### config.mk
export PLATFORM = sky130hd
export DESIGN_NAME = econet_tx_buffered_flat
export DESIGN_NICKNAME = d
export VERILOG_FILES = /design/src/rtl/econet_tx_buffered_if.sv /design/src/rtl/econet_tx_buffered.sv /design/src/flat_wrapper.sv
export SDC_FILE = /design/constraint.sdc
export NUM_CORES = 1
export LEC_CHECK = 0
export ABC_AREA = 1
export BUFFER_PORTS_ARGS = -buffer_cell sky130_fd_sc_hd__clkbuf_2
export CAP_MARGIN = 15
export CORE_ASPECT_RATIO = 1.4
export CORE_MARGIN = 3
export CORE_UTILIZATION = 40
export DETAILED_ROUTE_END_ITERATION = 6
export PLACE_DENSITY = 0.65
export SLEW_MARGIN = 20
export SYNTH_ARGS = -nofsm -noshare
export SYNTH_HDL_FRONTEND = slang
export SYNTH_SLANG_ARGS = --single-unit
### constraint.sdc
create_clock -name econet_clk -period 3.7 [get_ports econet_clk]
set_clock_uncertainty 0.05 [all_clocks]
set_input_delay 0.185 -clock econet_clk [delete_from_list [all_inputs] [get_ports econet_clk]]
set_output_delay 0.185 -clock econet_clk [all_outputs]
set_load 0.05 [all_outputs]
### src/rtl/econet_tx_buffered_if.sv
// Frame request, buffer read port, serial line and status signals of the
// Econet buffered transmitter.
interface econet_tx_buffered_if #(
  parameter int ECO_CNTWIDTH = 9
);
  logic                    start;
  logic [ECO_CNTWIDTH-1:0] start_ptr;
  logic [ECO_CNTWIDTH-1:0] byte_count;
  logic                    abort;
  logic                    buf_rd;
  logic [ECO_CNTWIDTH-1:0] buf_addr;
  logic [7:0]              buf_data;
  logic                    tx_data;
  logic                    tx_en;
  logic                    busy;
  logic                    done;
  logic                    aborted;

  // master: CPU/buffer side; slave: the transmitter
  modport master (
    output start, start_ptr, byte_count, abort, buf_data,
    input  buf_rd, buf_addr, tx_data, tx_en, busy, done, aborted
  );

  modport slave (
    input  start, start_ptr, byte_count, abort, buf_data,
    output buf_rd, buf_addr, tx_data, tx_en, busy, done, aborted
  );
endinterface

### src/rtl/econet_tx_buffered.sv
// Econet/ADLC HDLC transmitter: reads a frame from a circular buffer and sends
// opening flags, bit-stuffed data, bit-stuffed CRC-16/X.25 FCS and a closing flag.
module econet_tx_buffered #(
  parameter int FLAG_COUNT   = 1,
  parameter int ECO_CNTWIDTH = 9,
  parameter int ABORT_ONES   = 8
) (
  input logic                 econet_clk,
  input logic                 valid_rst,
  econet_tx_buffered_if.slave tx_if
);
  localparam int         AW        = ECO_CNTWIDTH;
  localparam int         ACW       = $clog2(ABORT_ONES + 1);
  localparam logic [7:0] FLAG_BYTE = 8'h7E;

  typedef enum logic [2:0] {S_IDLE, S_FLAG, S_DATA, S_FCS, S_CLOSE, S_ABORT} state_t;

  state_t         r_state, w_state;
  logic [3:0]     r_bit_idx, w_bit_idx;
  logic [3:0]     r_flag_cnt, w_flag_cnt;
  logic [2:0]     r_ones, w_ones, w_ones_base;
  logic           r_stuff, w_stuff;
  logic [15:0]    r_shreg, w_shreg;
  logic [15:0]    r_crc, w_crc;
  logic [7:0]     r_next_byte;
  logic [AW-1:0]  r_rd_ptr, w_rd_ptr;
  logic [AW-1:0]  r_fetch_left, w_fetch_left;
  logic [AW-1:0]  r_bytes_left, w_bytes_left;
  logic [ACW-1:0] r_abort_cnt, w_abort_cnt;
  logic           r_tx_data, w_tx_data, r_tx_en, w_tx_en;
  logic           r_busy, r_done, w_done, r_aborted, w_aborted;
  logic           r_buf_rd, w_buf_rd;
  logic [AW-1:0]  r_buf_addr, w_buf_addr;
  logic           w_load, w_crc_en;

  function automatic logic [15:0] crc_step(input logic [15:0] crc, input logic b);
    return (crc >> 1) ^ (((crc[0] ^ b) == 1'b1) ? 16'h8408 : 16'h0000);
  endfunction

  // Every register describes the bit currently on the line; this block picks the next one.
  always_comb begin
    // NOTE: every combinational output gets a default first so no path can infer a latch.
    w_state      = r_state;
    w_bit_idx    = r_bit_idx;
    w_flag_cnt   = r_flag_cnt;
    w_stuff      = 1'b0;
    w_shreg      = r_shreg;
    w_crc        = r_crc;
    w_rd_ptr     = r_rd_ptr;
    w_fetch_left = r_fetch_left;
    w_bytes_left = r_bytes_left;
    w_abort_cnt  = r_abort_cnt;
    w_tx_data    = 1'b1;
    w_tx_en      = 1'b1;
    w_done       = 1'b0;
    w_aborted    = r_aborted;
    w_buf_rd     = 1'b0;
    w_buf_addr   = r_buf_addr;
    w_load       = 1'b0;
    w_crc_en     = 1'b0;

    case (r_state)
      S_IDLE: begin
        w_tx_en = 1'b0;
        if (tx_if.start && !r_done && tx_if.byte_count != '0) begin
          w_state      = S_FLAG;
          w_tx_en      = 1'b1;
          w_tx_data    = FLAG_BYTE[0];
          w_bit_idx    = 4'd0;
          w_flag_cnt   = 4'd0;
          w_aborted    = 1'b0;
          w_crc        = 16'hFFFF;
          w_buf_rd     = 1'b1;
          w_buf_addr   = tx_if.start_ptr;
          w_rd_ptr     = tx_if.start_ptr + AW'(1);
          w_fetch_left = tx_if.byte_count - AW'(1);
          w_bytes_left = tx_if.byte_count;
        end
      end
      S_FLAG: begin
        if (r_bit_idx[2:0] != 3'd7) begin
          w_bit_idx = r_bit_idx + 4'd1;
          w_tx_data = FLAG_BYTE[w_bit_idx[2:0]];
        end else if (r_flag_cnt == 4'(FLAG_COUNT - 1)) begin
          w_load = 1'b1;
        end else begin
          w_flag_cnt = r_flag_cnt + 4'd1;
          w_bit_idx  = 4'd0;
          w_tx_data  = FLAG_BYTE[0];
        end
      end
      S_DATA, S_FCS: begin
        if (!r_stuff && r_ones == 3'd5) begin
          w_stuff   = 1'b1;
          w_tx_data = 1'b0;
        end else if (r_bit_idx != ((r_state == S_DATA) ? 4'd7 : 4'd15)) begin
          w_bit_idx = r_bit_idx + 4'd1;
          w_tx_data = r_shreg[w_bit_idx];
          w_crc_en  = (r_state == S_DATA);
        end else if (r_state == S_DATA && r_bytes_left != AW'(1)) begin
          w_load       = 1'b1;
          w_bytes_left = r_bytes_left - AW'(1);
        end else if (r_state == S_DATA) begin
          w_state   = S_FCS;
          w_shreg   = ~r_crc;
          w_bit_idx = 4'd0;
          w_tx_data = ~r_crc[0];
        end else begin
          w_state   = S_CLOSE;
          w_bit_idx = 4'd0;
          w_tx_data = FLAG_BYTE[0];
        end
      end
      S_CLOSE: begin
        if (r_bit_idx[2:0] != 3'd7) begin
          w_bit_idx = r_bit_idx + 4'd1;
          w_tx_data = FLAG_BYTE[w_bit_idx[2:0]];
        end else begin
          w_state = S_IDLE;
          w_tx_en = 1'b0;
          w_done  = 1'b1;
        end
      end
      S_ABORT: begin
        if (r_abort_cnt == ACW'(ABORT_ONES)) begin
          w_state   = S_IDLE;
          w_tx_en   = 1'b0;
          w_done    = 1'b1;
          w_aborted = 1'b1;
        end else begin
          w_abort_cnt = r_abort_cnt + ACW'(1);
        end
      end
      default: begin
        w_state = S_IDLE;
        w_tx_en = 1'b0;
      end
    endcase

    // Start the next byte from the prefetch register and fetch the one after it.
    if (w_load) begin
      w_state   = S_DATA;
      w_shreg   = {8'h00, r_next_byte};
      w_bit_idx = 4'd0;
      w_tx_data = r_next_byte[0];
      w_crc_en  = 1'b1;
      if (r_fetch_left != '0) begin
        w_buf_rd     = 1'b1;
        w_buf_addr   = r_rd_ptr;
        w_rd_ptr     = r_rd_ptr + AW'(1);
        w_fetch_left = r_fetch_left - AW'(1);
      end
    end

    if (tx_if.abort && r_state != S_IDLE && r_state != S_ABORT) begin
      w_state     = S_ABORT;
      w_tx_data   = 1'b1;
      w_tx_en     = 1'b1;
      w_abort_cnt = ACW'(1);
      w_stuff     = 1'b0;
      w_crc_en    = 1'b0;
      w_buf_rd    = 1'b0;
      w_buf_addr  = r_buf_addr;
    end

    if (w_crc_en) w_crc = crc_step(r_crc, w_tx_data);

    // Ones run continues across data/FCS but restarts on entry from the flags.
    w_ones_base = (r_state == S_DATA || r_state == S_FCS) ? r_ones : 3'd0;
    w_ones      = ((w_state == S_DATA || w_state == S_FCS) && !w_stuff && w_tx_data)
                  ? w_ones_base + 3'd1 : 3'd0;
  end

  always_ff @(posedge econet_clk or posedge valid_rst) begin
    if (valid_rst) begin
      r_state      <= S_IDLE;
      r_bit_idx    <= '0;
      r_flag_cnt   <= '0;
      r_ones       <= '0;
      r_stuff      <= 1'b0;
      r_shreg      <= '0;
      r_crc        <= '0;
      r_next_byte  <= '0;
      r_rd_ptr     <= '0;
      r_fetch_left <= '0;
      r_bytes_left <= '0;
      r_abort_cnt  <= '0;
      r_tx_data    <= 1'b1;
      r_tx_en      <= 1'b0;
      r_busy       <= 1'b0;
      r_done       <= 1'b0;
      r_aborted    <= 1'b0;
      r_buf_rd     <= 1'b0;
      r_buf_addr   <= '0;
    end else begin
      // NOTE: non-blocking assignments so every register samples pre-edge values.
      r_state      <= w_state;
      r_bit_idx    <= w_bit_idx;
      r_flag_cnt   <= w_flag_cnt;
      r_ones       <= w_ones;
      r_stuff      <= w_stuff;
      r_shreg      <= w_shreg;
      r_crc        <= w_crc;
      r_rd_ptr     <= w_rd_ptr;
      r_fetch_left <= w_fetch_left;
      r_bytes_left <= w_bytes_left;
      r_abort_cnt  <= w_abort_cnt;
      r_tx_data    <= w_tx_data;
      r_tx_en      <= w_tx_en;
      r_busy       <= (w_state != S_IDLE);
      r_done       <= w_done;
      r_aborted    <= w_aborted;
      r_buf_rd     <= w_buf_rd;
      r_buf_addr   <= w_buf_addr;
      if (r_buf_rd) r_next_byte <= tx_if.buf_data;
    end
  end

  assign tx_if.tx_data  = r_tx_data;
  assign tx_if.tx_en    = r_tx_en;
  assign tx_if.busy     = r_busy;
  assign tx_if.done     = r_done;
  assign tx_if.aborted  = r_aborted;
  assign tx_if.buf_rd   = r_buf_rd;
  assign tx_if.buf_addr = r_buf_addr;
endmodule

### src/flat_wrapper.sv
// flat-port wrapper written by rule: the top's interface ports become plain ports
module econet_tx_buffered_flat 
#(
  parameter int FLAG_COUNT   = 1,
  parameter int ECO_CNTWIDTH = 9,
  parameter int ABORT_ONES   = 8
)
  (econet_clk, valid_rst, tx_if_start, tx_if_start_ptr, tx_if_byte_count, tx_if_abort, tx_if_buf_data, tx_if_buf_rd, tx_if_buf_addr, tx_if_tx_data, tx_if_tx_en, tx_if_busy, tx_if_done, tx_if_aborted);
  econet_tx_buffered_if #(.ECO_CNTWIDTH(ECO_CNTWIDTH)) tx_if_i ();
  input logic econet_clk;
  input logic valid_rst;
  input wire logic [$bits(tx_if_i.start)-1:0] tx_if_start;
  input wire logic [$bits(tx_if_i.start_ptr)-1:0] tx_if_start_ptr;
  input wire logic [$bits(tx_if_i.byte_count)-1:0] tx_if_byte_count;
  input wire logic [$bits(tx_if_i.abort)-1:0] tx_if_abort;
  input wire logic [$bits(tx_if_i.buf_data)-1:0] tx_if_buf_data;
  output wire logic [$bits(tx_if_i.buf_rd)-1:0] tx_if_buf_rd;
  output wire logic [$bits(tx_if_i.buf_addr)-1:0] tx_if_buf_addr;
  output wire logic [$bits(tx_if_i.tx_data)-1:0] tx_if_tx_data;
  output wire logic [$bits(tx_if_i.tx_en)-1:0] tx_if_tx_en;
  output wire logic [$bits(tx_if_i.busy)-1:0] tx_if_busy;
  output wire logic [$bits(tx_if_i.done)-1:0] tx_if_done;
  output wire logic [$bits(tx_if_i.aborted)-1:0] tx_if_aborted;
  assign tx_if_i.start = tx_if_start;
  assign tx_if_i.start_ptr = tx_if_start_ptr;
  assign tx_if_i.byte_count = tx_if_byte_count;
  assign tx_if_i.abort = tx_if_abort;
  assign tx_if_i.buf_data = tx_if_buf_data;
  assign tx_if_buf_rd = tx_if_i.buf_rd;
  assign tx_if_buf_addr = tx_if_i.buf_addr;
  assign tx_if_tx_data = tx_if_i.tx_data;
  assign tx_if_tx_en = tx_if_i.tx_en;
  assign tx_if_busy = tx_if_i.busy;
  assign tx_if_done = tx_if_i.done;
  assign tx_if_aborted = tx_if_i.aborted;
  econet_tx_buffered #(.FLAG_COUNT(FLAG_COUNT), .ECO_CNTWIDTH(ECO_CNTWIDTH), .ABORT_ONES(ABORT_ONES)) u_core (.econet_clk(econet_clk), .valid_rst(valid_rst), .tx_if(tx_if_i));
endmodule
==> impl_metrics.toml, run 1 <==
[timing]
slew_headroom_pct = 49.6
drv_slew = 0
worstMarginPinSlew_ns = 0.756
period_share_pct = 71.2
rsz0062_at_grt = "no"
tns_ns = 0
hold_viol = 2
fin_crit_ns = 2.63
clock.fmax_mhz = 380
holdWs_ns = -0.00511
setup_viol = 0

[finish]
n_fill_cell = 1383
area_delta_synth_final_pct = 12.0
nets = 776
antenna_cells = 0
drive_gt1_share_pct = 12.9

[pwr]
powerDensity_nw_per_um2 = 662
pwr-share-seq_pct = 40.3
intPower_uw = 2400
p_clk_share_pct = 22.0
swShare_pct = 42.3
combPwrFrac_pct = 37.7
finalPower_uw = 4160
irDropWorstVdd_mv = 0.243
p_sw_uw = 1760
leakagePower_uw = 0.00297

[hold_path]
min_to = "u_core.r_next_byte[1]"
holdPathStages = 3
holdCritPathClass = "input port to flop"
hp-start = "tx_if_buf_data[1]"

[global_routing]
grt_use_total_pct = 18.3
grt_pass1_wl_mm = 23.0
antenna_found_initial = 0
gr-total-overflow = 0
use_met1_pct = 22.9
grt_max_degree = 61
busiest_layer = "met2"
grt_use_met3_pct = 2.26
grt_pass1_vias = 4747
grtUsageMet2_pct = 32.2

[logic_synthesis]
synth_area_leaders = "dfrtp_1 (45%), nand2_1 (8.8%), inv_1 (6.6%), nand3_1 (5.1%), o21ai_0 (3.5%)"
syn_nets = 737
seq_area_frac_synth_pct = 45.1
synth_edf_count = 0
synth_top_flop_cell = "dfrtp_1"
ys_ff_latch = 101
synth_top_area_share_pct = 44.6
syn_inst = 693
synth.distinct_cells = 47
yosys_warnings = 0
syn_area_per_cell_um2 = 8.09
async_reset_ff_share_pct = 100
syn_area_um2 = 5610
yosys.area.top_type = "dfrtp_1"

[drt]
dr.first_iter.drc_count = 327
wirelength_mm = 13.8
vias = 4799
drt_first_pass_iters = 6
wl_per_cell_um = 15.0
via_per_inst = 5.22
drc = 0
antenna_left = 0

[outcome]
violations = "hold timing"
status = "finished with violations"

[flow_run]
cap_violations = 0

[worst_setup_path]
arrival_ns = 2.79
cp_max_fo = 20
crit_type = "flop to flop"
reg2reg_to = "u_core.r_fetch_left[5]"
required_ns = 3.86
worst_setup_path_end_kind = "flop"
ff2ff_setup_slack_ns = 1.07
r2r_start = "u_core.r_state[2]"
start_kind = "flop"
reg2reg_depth = 12

[place]
dp_hpwl_mm = 10.2
gp_congestion = 0.916
port_buffers = 44

[clock_tree]
numClockSinks = 101
post-cts-setup-buffer-count = 0
cts_tree = "built"
cts.htree.levels = 3
cts_made_buffers = 9
clock_latency_ns = 0.35
cts-root-buf = "clkbuf_16"
path_clk_slew_ns = 0.07
cts_buffer_depth = 2

[die]
io_pins = 45
num_rows = 50
core_area_um2 = 13600
die-area_um2 = 15500
start_util_pct = 41.3
die_w_um = 106
die_height_um = 146
==> metal layers <==
layer  vias up  share of wire (%)  wire (um)
li1       2377                  -          -
met1      2318                 44       6020
met2        83                 52       7080
met3        21                2.7        373
met4         0                2.0        276
met5         -                  0          0
==> cell usage in the layout (no fill, tap or decap), drive strengths merged, types with 14 or more instances in the layout <==
master  count
o21ai      49
clkbuf     54
inv       109
dfrtp     100
a21oi      30
o221ai     15
nand3      58
nor2       59
nand2     139
xor2       18
ha         14
==> timing repair <==
item / 4_1_cts / 5_1_grt
gates resized for setup: 0 / 0
endpoints found under the hold margin: 60 / 0
hold buffers: 3 / 0
==> synth_stat cells (4+ instances only) <==
master and number:
a21oi_1 30, a22oi_1 13, a31oi_1 4, buf_2 10, clkbuf_1 7, dfrtp_1 100, ha_1 14, inv_1 98
inv_2 8, nand2_1 132, nand2_2 5, nand3_1 57, nand4_1 5, nor2_1 51, nor2_4 4, nor3_1 13
o211ai_1 10, o21ai_0 39, o21ai_1 10, o221ai_1 15, o22ai_1 10, xnor2_1 5, xor2_1 18
==> sequential cells by signal, indices dropped and copies added, names as in the netlist <==
name / cells
u_core.r_crc: 16
u_core.r_shreg: 16
u_core.r_bytes_left: 9
u_core.r_fetch_left: 9
u_core.r_rd_ptr: 9
u_core.tx_if.buf_addr: 9
u_core.r_next_byte: 8
u_core.r_abort_cnt: 4
u_core.r_bit_idx: 4
u_core.r_flag_cnt: 4
u_core.r_ones: 3
u_core.r_state: 3
u_core.r_stuff: 1
u_core.tx_if.aborted: 1
u_core.tx_if.buf_rd: 1
u_core.tx_if.busy: 1
u_core.tx_if.done: 1
u_core.tx_if.tx_data: 1
u_core.tx_if.tx_en: 1
==> worst max-delay path: stages, from the launching register on <==
cell and delay [ns]:
dfrtp_1 0.45, nor2_4 0.37, nand2_2 0.11, nand2_1 0.12, nand3b_4 0.11, nor2_2 0.10
nand2_2 0.07, nand2_4 0.16, inv_4 0.15, nor2_8 0.24, inv_2 0.20, o211ai_1 0.21
o311ai_1 0.14
==> stage by stage <==
step	std cells	instance area [um2]	setup slack (ns)	util, %
2_1_floorplan	693	5610	0.820	-
3_3_place_gp	900	5960	1.17	43.9
3_5_place_dp	900	5960	1.08	43.9
4_1_cts	919	6280	1.06	46.3
5_1_grt	919	6280	0.805	46.3
6_report	919	6280	1.07	46.3
==> power by group through the flow <==
stage / clock network [uW] / registers, uW / logic [uW]
2_1_floorplan: 0 / 1820 / 1020
3_3_place_gp: 0 / 1680 / 1520
3_5_place_dp: 0 / 1690 / 1560
4_1_cts: 930 / 1680 / 1570
5_1_grt: 971 / 1720 / 1760
6_report: 915 / 1680 / 1570
==> worst max path at each step <==
stage,from,to,slack [ns],depth (start not counted)
finish,u_core.r_state[2],u_core.r_fetch_left[5],1.07,12
global route,u_core.r_state[2],u_core.r_fetch_left[5],0.81,12
CTS,u_core.r_state[2],u_core.r_fetch_left[5],1.06,12
detailed placement,u_core.r_state[2],u_core.tx_if.buf_addr[0],1.08,13
global placement,u_core.r_state[2],u_core.tx_if.buf_addr[0],1.17,13
floorplan,valid_rst,u_core.r_abort_cnt[0],0.82,1
==> final cells by class <==
class                           instances  area, um2  area share, %
Clock buffer                           10        239           3.81
Clock inverter                          6       46.3          0.737
Inverter                              109        417           6.63
Multi-Input combinational cell        461       2550           40.6
Sequential cell                       101       2530           40.3
Tap cell                              182        228           3.63
Timing Repair Buffer                   50        273           4.34
==> cells by family after synthesis <==
kind of cell               count (synthesis)  share of synthesized area (%)
and+or+nand+nor                          284                           23.2
xor gates and xnor gates                  23                           3.59
buffers and inverters                    131                           9.48
AOI/OAI and AO/OA                        140                           15.5
adders and majority gates                 14                           3.12
DFF                                      101                           45.1
No activity file was read; power rests on OpenSTA's default activity.
==> run 2: changes to the inputs <==
--- a/config.mk
+++ b/config.mk
@@ -12,7 +12,7 @@
 export CORE_MARGIN = 3
 export CORE_UTILIZATION = 40
 export DETAILED_ROUTE_END_ITERATION = 6
-export PLACE_DENSITY = 0.65
+export PLACE_DENSITY = 0.67
 export SLEW_MARGIN = 20
 export SYNTH_ARGS = -nofsm -noshare
 export SYNTH_HDL_FRONTEND = slang
==> constraint.sdc (replaced) <==
create_clock -name econet_clk -period 2.17 [get_ports econet_clk]
set_clock_uncertainty 0.05 [all_clocks]
set_input_delay 0.1085 -clock econet_clk [delete_from_list [all_inputs] [get_ports econet_clk]]
set_output_delay 0.1085 -clock econet_clk [all_outputs]
set_load 0.05 [all_outputs]
==> run 2 against run 1 <==
Against the previous run:
- the flow now finishes without violations
- fmax up 24%
- setup slack worse by 1.0 ns
- via count up 4.2%
- flip-flop and latch count unchanged
- hold slack better by 0.021 ns
- core utilization up 4.7 points
- sequential power up 72%
- register-to-register slack worse by 1.0 ns
- total power up 88%
- clock power up 98%
- count of clock-buffer cells in the layout up 2
- cell area up 10%
- largest power group is now combinational cells
==> impl_metrics.toml, run 2 (synthesis results as in run 1) <==
[pwr]
intPower_uw = 4680
leakagePower_uw = 0.00326
irDropWorstVdd_mv = 0.483
p_clk_share_pct = 23.2
pwr-share-seq_pct = 37.0
combPwrFrac_pct = 39.9
swShare_pct = 40.0
powerDensity_nw_per_um2 = 1130
p_sw_uw = 3120
finalPower_uw = 7810

[place]
gp_congestion = 0.857
dp_hpwl_mm = 10.2
post-place-ws_ns = -0.146
dpl.cell_count = 923
port_buffers = 44

[timing]
fin_ws_ns = 0.0427
drv_slew = 0
hold_viol = 0
clock.fmax_mhz = 470
period_share_pct = 98.0
slew_headroom_pct = 54.7
worstMarginPinSlew_ns = 0.677
rsz0062_at_grt = "yes"
fin_crit_ns = 2.13
tns_ns = 0
setup_viol = 0

[clock_tree]
cts_made_buffers = 9
cts-root-buf = "clkbuf_16"
numClockSinks = 101
cts_buffer_depth = 2
path_clk_slew_ns = 0.07
cts.htree.levels = 3
cts_tree = "built"
clock_latency_ns = 0.35

[drt]
dr.first_iter.drc_count = 304
antenna_left = 0
vias = 5001
drt_first_pass_iters = 5
drc = 0
wirelength_mm = 14.2
wl_per_cell_um = 14.7
via_per_inst = 5.17

[hold_path]
holdCritPathClass = "input port to flop"

[finish]
antenna_cells = 0
fin_cells = 968
layout_commonest_cell = "nand2_1"
nets = 825
reg_top3 = "u_core.r_crc: 16 flops, u_core.r_shreg: 16 flops"
area_delta_synth_final_pct = 23.4
layout_common_cells = "nand2_1 (122), dfrtp_1 (97), inv_1 (90)"
drive_gt1_share_pct = 22.0
fin_util_pct = 51.0

[worst_setup_path]
cp_max_fo = 5
arrival_ns = 2.32
start_kind = "flop"
crit_type = "flop to flop"
required_ns = 2.36
worst_setup_path_end_kind = "flop"

[global_routing]
grt_use_total_pct = 18.8
gr-total-overflow = 0
antenna_found_initial = 0
grt_pass1_wl_mm = 23.6
grt_pass1_vias = 4899
grt_max_degree = 39

[die]
die_height_um = 146
die_w_um = 106
die-area_um2 = 15500
num_rows = 50
io_pins = 45
core_area_um2 = 13600
start_util_pct = 41.3

[outcome]
status = "finished, final reports clean"

[flow_run]
cap_violations = 0
run 2: changes by cell type in the layout (fill, tap and decap cells not counted), sizes merged:
cell / change
bufinv: +2
buf: +40
dlygate4sd3: +7
clkbuf: +3
inv: -3
run 2: path summary, 6_finish.rpt:
kind	from	end	slack (ns)	cells after the start
min in group asynchronous	valid_rst	u_core.r_crc[14]	0.34	3
worst max-delay path	u_core.r_bit_idx[0]	u_core.r_ones[0]	0.04	14
max in group asynchronous	valid_rst	u_core.tx_if.tx_data	1.08	4
worst min-delay path	tx_if_start_ptr[8]	u_core.r_rd_ptr[8]	0.02	3
worst max register to register	u_core.r_bit_idx[0]	u_core.r_ones[0]	0.04	14
worst min register to register	u_core.r_fetch_left[7]	u_core.r_fetch_left[7]	0.45	2
run 2: area by class of cell:
type / count / area, um2
flip-flops and latches: 101 / 2530
well taps: 182 / 228
clock inverters: 4 / 77.6
clock buffers: 12 / 256
repair inverters: 1 / 5.00
multi-input cells: 461 / 2720
repair buffers: 98 / 677
fillers: 1283 / 6650
inverters: 109 / 429
run 2: critical path, cell delays in order, from the launching register on:
cell	delay [ns]
dfrtp_2	0.47
ha_4	0.19
ha_4	0.29
inv_4	0.04
nand3_2	0.07
nand3_2	0.08
nand2_2	0.08
nand2_2	0.06
nand2_1	0.09
nand2_2	0.08
nand2_4	0.11
nand2_4	0.08
buf_4	0.16
nand2_1	0.10
nor2_1	0.05
run 2: metal layers:
metal  GRT usage [%]  part of all wire [%]
met5               0                     0
met4            7.71                   2.6
met3            2.70                   3.4
met2            32.5                    51
met1            23.4                    43
run 2: what timing repair did:
item	CTS	global route
hold buffers	10	0
buffers inserted	0	18
gates cloned	0	1
setup endpoints to repair	6	43
pin swaps	0	27
gates resized for setup	4	51
endpoints found under the hold margin	35	0
run 2: power by group through the flow:
stage          logic (uW)  clock network [uW]  registers [uW]
2_1_floorplan        1740                   0            3100
3_3_place_gp         2720                   0            2870
3_5_place_dp         2770                   0            2870
4_1_cts              2820                1840            2850
5_1_grt              3490                1930            2970
6_report             3110                1810            2890
run 2: stage by stage:
step           hold slack [ns]  instance area [um2]
4_1_cts                 0.0108                 6620
5_1_grt                 0.0324                 6920
2_1_floorplan            0.144                 5610
3_5_place_dp             0.192                 6160
6_report                0.0163                 6920
3_3_place_gp             0.189                 6160
